==> src/rtl/alu_serial.sv <==
// alu_serial: bit-serial WIDTH-bit NOR/XOR/ADD/SUB ALU, LSB first, one bit per cycle.
// Define ALU_SERIAL_FLAGS_EN to build the zero/ovf flag logic; otherwise both flags are tied 0.
module alu_serial #(
   parameter int WIDTH = 8,
   localparam int CNT_W = $clog2(WIDTH)
) (
   input  logic             clk,
   input  logic             rst_n,
   input  logic             start,
   input  logic [WIDTH-1:0] a,
   input  logic [WIDTH-1:0] b,
   input  logic             cin,
   input  logic [1:0]       op,
   output logic             busy,
   output logic             done,
   output logic [WIDTH-1:0] result,
   output logic             cout,
   output logic             zero,
   output logic             ovf
);
   typedef enum logic [1:0] {IDLE, RUN, DONE} state_t;
   state_t state, state_nx;
   logic [WIDTH-1:0] a_sh, b_sh, acc;
   logic [1:0] op_r;
   logic [CNT_W-1:0] cnt;
   logic c, last, arith, bi, ri, co;
   assign last = cnt == CNT_W'(WIDTH - 1);
   assign arith = op_r[1];
   assign bi = b_sh[0] ^ (op_r == 2'b11);
   assign co = (a_sh[0] & bi) | (a_sh[0] & c) | (bi & c);
   assign busy = state == RUN;
   assign done = state == DONE;
   always_comb begin
      ri = 1'b0;
      ri = op_r == 2'b00 ? ~(a_sh[0] | b_sh[0]) :
           op_r == 2'b01 ? a_sh[0] ^ b_sh[0] : a_sh[0] ^ bi ^ c;
   end
   always_comb begin
      state_nx = state;
      state_nx = state == IDLE ? (start ? RUN : IDLE) :
                 state == RUN  ? (last ? DONE : RUN) : IDLE;
   end
   always_ff @(posedge clk or negedge rst_n)
      if (!rst_n) state <= IDLE;
      else state <= state_nx;
   always_ff @(posedge clk or negedge rst_n) begin
      if (!rst_n) begin
         a_sh <= '0;
         b_sh <= '0;
         acc <= '0;
         op_r <= '0;
         cnt <= '0;
         c <= 1'b0;
         result <= '0;
         cout <= 1'b0;
      end else if (state == IDLE && start) begin
         a_sh <= a;
         b_sh <= b;
         op_r <= op;
         cnt <= '0;
         c <= op == 2'b10 ? cin : op == 2'b11;
      end else if (state == RUN) begin
         a_sh <= a_sh >> 1;
         b_sh <= b_sh >> 1;
         c <= co;
         cnt <= cnt + CNT_W'(1);
         acc <= {ri, acc[WIDTH-1:1]};
         if (last) begin
            result <= {ri, acc[WIDTH-1:1]};
            cout <= arith & co;
         end
      end
   end
`ifdef ALU_SERIAL_FLAGS_EN
   logic or_acc, zero_r, ovf_r;
   assign zero = zero_r;
   assign ovf = ovf_r;
   // c at the last bit is the carry into the MSB
   always_ff @(posedge clk or negedge rst_n) begin
      if (!rst_n) begin
         or_acc <= 1'b0;
         zero_r <= 1'b0;
         ovf_r <= 1'b0;
      end else if (state == IDLE && start) begin
         or_acc <= 1'b0;
      end else if (state == RUN) begin
         or_acc <= or_acc | ri;
         if (last) begin
            zero_r <= ~(or_acc | ri);
            ovf_r <= arith & (c ^ co);
         end
      end
   end
`else
   assign zero = 1'b0;
   assign ovf = 1'b0;
`endif
endmodule

==> config.mk <==
export PLATFORM = sky130hd
export DESIGN_NAME = alu_serial
export DESIGN_NICKNAME = d
export VERILOG_FILES = /design/src/rtl/alu_serial.sv
export SDC_FILE = /design/constraint.sdc
export NUM_CORES = 1
export LEC_CHECK = 0
export ABC_AREA = 0
export CORE_ASPECT_RATIO = 1.2
export CORE_MARGIN = 2
export CORE_UTILIZATION = 35
export CTS_CLUSTER_DIAMETER = 60
export CTS_CLUSTER_SIZE = 8
export DETAILED_ROUTE_END_ITERATION = 10
export MAX_ROUTING_LAYER = met4
export PLACE_DENSITY_LB_ADDON = 0.1
export SLEW_MARGIN = 5
export SYNTH_ARGS = -nofsm -noshare
export SYNTH_HDL_FRONTEND = slang
export SYNTH_SLANG_ARGS = --single-unit
export TNS_END_PERCENT = 5
==> constraint.sdc <==
create_clock -name clk -period 3.36 [get_ports clk]
set_input_delay 1.008 -clock clk [delete_from_list [all_inputs] [get_ports clk]]
set_output_delay 1.008 -clock clk [all_outputs]
set_load 0.03 [all_outputs]
==> metrics.md <==
| Metric | Value |
|---|---|
| Chip width | 70.98 um |
| Most frequent cells after synthesis | dfrtp_1, nand2_1, o21ai_0 |
| Hold slack | 0.4778 ns |
| Worst slew pin tran | 0.9059 ns |
| Internal | 1.312 mW |
| Sequential Power Share | 40.5% |
| Slew HR | 39.61% |
| Port buffer count | 32 |
| Nets | 229 |
| Initial DRC count | 85 |
| Top post-synthesis cells by area | dfrtp_1, nand2_1, a22oi_1, o21ai_0, mux2_4 |
| Synth Area in Adders | 3.054% |
| Detail Placement HPWL | 2.570 mm |
| WS Path Type | register to output port |
| Netlist cell types | 29 |
| Final Hold Fails | 0 |
| Max Clk Rate | 326.8 MHz |
| Clock Skew | 0.007335 ns |
| PostCTS Resize Cnt | 0 |
| Cells after synthesis | 171 |
| Largest family of logic cells by synthesized area | compound AO/OA/AOI/OAI gates |
| Clk Latency, worst-skew pair | 0.29 ns |
| Total power | 2.061 mW |
| Vias in the first global route | 1336 |
| Largest net degree at the start of global routing | 41 |
| Logic pwr share | 40.7% |
| Worst path slowest cell | clkdlybuf4s50_1 |
| Routed len/inst | 14.03 um |
| Maximum VDD drop | 0.2331 mV |
| Mapped Area | 0.001884 mm2 |
| Routed wire length | 3.732 mm |
| Worst path cell trace | nand2b_1, inv_6, clkdlybuf4s50_1 |
| Layout cells sized above 1 | 12.75% |
| Post-synthesis xor/xnor area fraction | 0.4648% |
| Pre-antenna DRT Iters | 4 |
| Grt ovf | 0 |
| TritonCTS clock tree | built |
| Core ar. | 0.005225 mm2 |
| Req. time, crit path | 2.35 ns |
| Met1 wire length | 1.672 mm |
| GRT Total Usage | 14.20% |
| Hold-fix buffers, CTS | 0 |
| CTS Buf Count | 5 |
| CP Launch Type | register |
| Number of flops mapped to enable cells by yosys | 0 |
| Register area share after synthesis | 53.12% |
| Max-slew violation count | 0 |
| Vias | 1349 |
| Maxcap violations | 0 |
| Worst hold path type | register to register |
| Mux cell area share after synthesis | 6.375% |
| CTS sink count | 40 |
| Clock Path Buffers | 2 |
| RePlAce Congestion | 0.7474 |
| Initial Util | 36.06% |
| Highest Signal Layer | met4 |
| P_leak | 1.039 nW |
| H-tree depth | 2 |
| CP Capture Type | output port |
| P&R area growth vs syn | 22.91% |
| DR vias/cell | 5.071 |
| Most frequent cell after synthesis | dfrtp_1 |
| RSZ-0062 raised after global routing | false |
| Net Sw Power | 749.5 uW |
| WP buf/inv | 2 |
| N_diodes | 0 |
| Status | finished clean |
| WL met3 | 169 um |
| Final worst path period share | 91.08% |
| Final antenna-violating net count | 0 |
| Synth area leader | dfrtp_1 |
| Clock input transition at the sequential cells of the worst setup and hold paths | 0.08 ns |
| Switching share of power | 36.37% |
| Worst EP arrival | 2.05 ns |
| Yosys reg bits | 40 |
| Post-synth top area share | 53.12% |
| FFs w/ async S/R, synth | 100.0% |
| Clk root buf | clkbuf_8 |
| Clk network pwr share | 18.7% |
| Post-Synth Simple-Gate Area | 12.48% |
| Syn. warnings | 0 |
| Crit path max fanout | 18 |
| Pwr dens | 890.0 mW/mm2 |
| Initial antenna violation count | 0 |
| # Post-CTS Setup Buffers | 0 |
| I/O pin cnt | 35 |
| Mean Syn Cell Area | 11.02 um2 |
| Cell row count | 29 |
| Complex-gate fraction of the synthesized area | 17.40% |
| Die Area | 0.005989 mm2 |
| First-pass GRT wire length | 6.520 mm |
| CP max stage delay | 0.69 ns |
| Min Clock Period, post-route | 3.060 ns |
| Main synth FF type | dfrtp_1 |
| DR WL met2 | 1.856 mm |
| Post-route setup TNS | 0 ns |
| DRC viols | 0 |
| Chip Height | 84.38 um |
| Final setup viols | 0 |
| Top delay family on crit path | buffers and inverters |
[metal layers]
layer	vias up	track usage [%]
met5	-	-
met4	0	4.117
met3	4	3.842
met2	31	23.11
met1	668	17.28
li1	646	-
[final cells by class]
class                      count  area (um2)
clock inverter                 2       35.03
fill                         513        2909
sequential                    40        1001
tap                           62       77.57
clock buffer                   6       72.57
inverter                       6       27.53
multi-input combinational    114       757.0
timing repair buffer          36       345.3
[sequential cells by signal, indices dropped and copies added, names as in the netlist, 2 cells and up]
register	count
result	8
b_sh	8
state	2
acc	7
op_r	2
cnt	3
a_sh	8
[power groups by stage]
stage                     logic [mW]  registers [mW]  clock network [mW]
after floorplan                0.551           0.903                   0
after global placement         0.832           0.836                   0
after detailed placement       0.853           0.845                   0
after CTS                      0.855           0.838               0.398
after global routing           0.939           0.868               0.419
final                          0.840           0.835               0.386
[kinds of logic after synthesis]
group | count (synthesis)
AOI/OAI and AO/OA | 51
xor gates and xnor gates | 1
adders and majority gates | 4
buffers and inverters | 18
DFF | 40
muxes | 9
other | 1
and+or+nand+nor | 47
[stage by stage]
step | util [%] | instance area (um2) | cells | setup WS (ns)
2_1_floorplan | - | 1888 | 172 | 1.265
3_5_place_dp | 42.27 | 2208 | 258 | 0.6381
5_1_grt | 44.32 | 2316 | 266 | 0.2022
6_report | 44.32 | 2316 | 266 | 0.2996
4_1_cts | 44.32 | 2316 | 266 | 0.2786
3_3_place_gp | 42.27 | 2208 | 258 | 0.6631
[cell usage in the layout (no fill, tap or decap), types with 4 or more instances in the layout]
cell type	Yosys	final
a22oi_1	14	14
mux2_4	5	5
mux2_2	4	4
a21oi_1	9	9
nor2b_1	11	11
nand2_1	30	30
inv_1	5	5
clkbuf_8	0	5
buf_4	2	4
dfrtp_1	40	40
clkdlybuf4s50_1	0	31
o21ai_0	17	17
[path summary, 6_finish.rpt]
path	start	end	slack [ns]	cells after the start
max in group asynchronous	rst_n	cout	1.95	1
min in group asynchronous	rst_n	result[0]	0.84	1
worst max-delay path	state[0]	busy	0.30	3
worst min-delay path	acc[1]	acc[1]	0.48	2
worst max register to register	state[0]	result[6]	1.77	3
worst min register to register	acc[1]	acc[1]	0.48	2
[worst reg2reg max path, stage by stage (launching register included)]
cell      delay [ns]
dfrtp_1         0.65
buf_4           0.27
nand3b_4        0.21
mux2_4          0.35
Power figures use the tool's default switching activity.
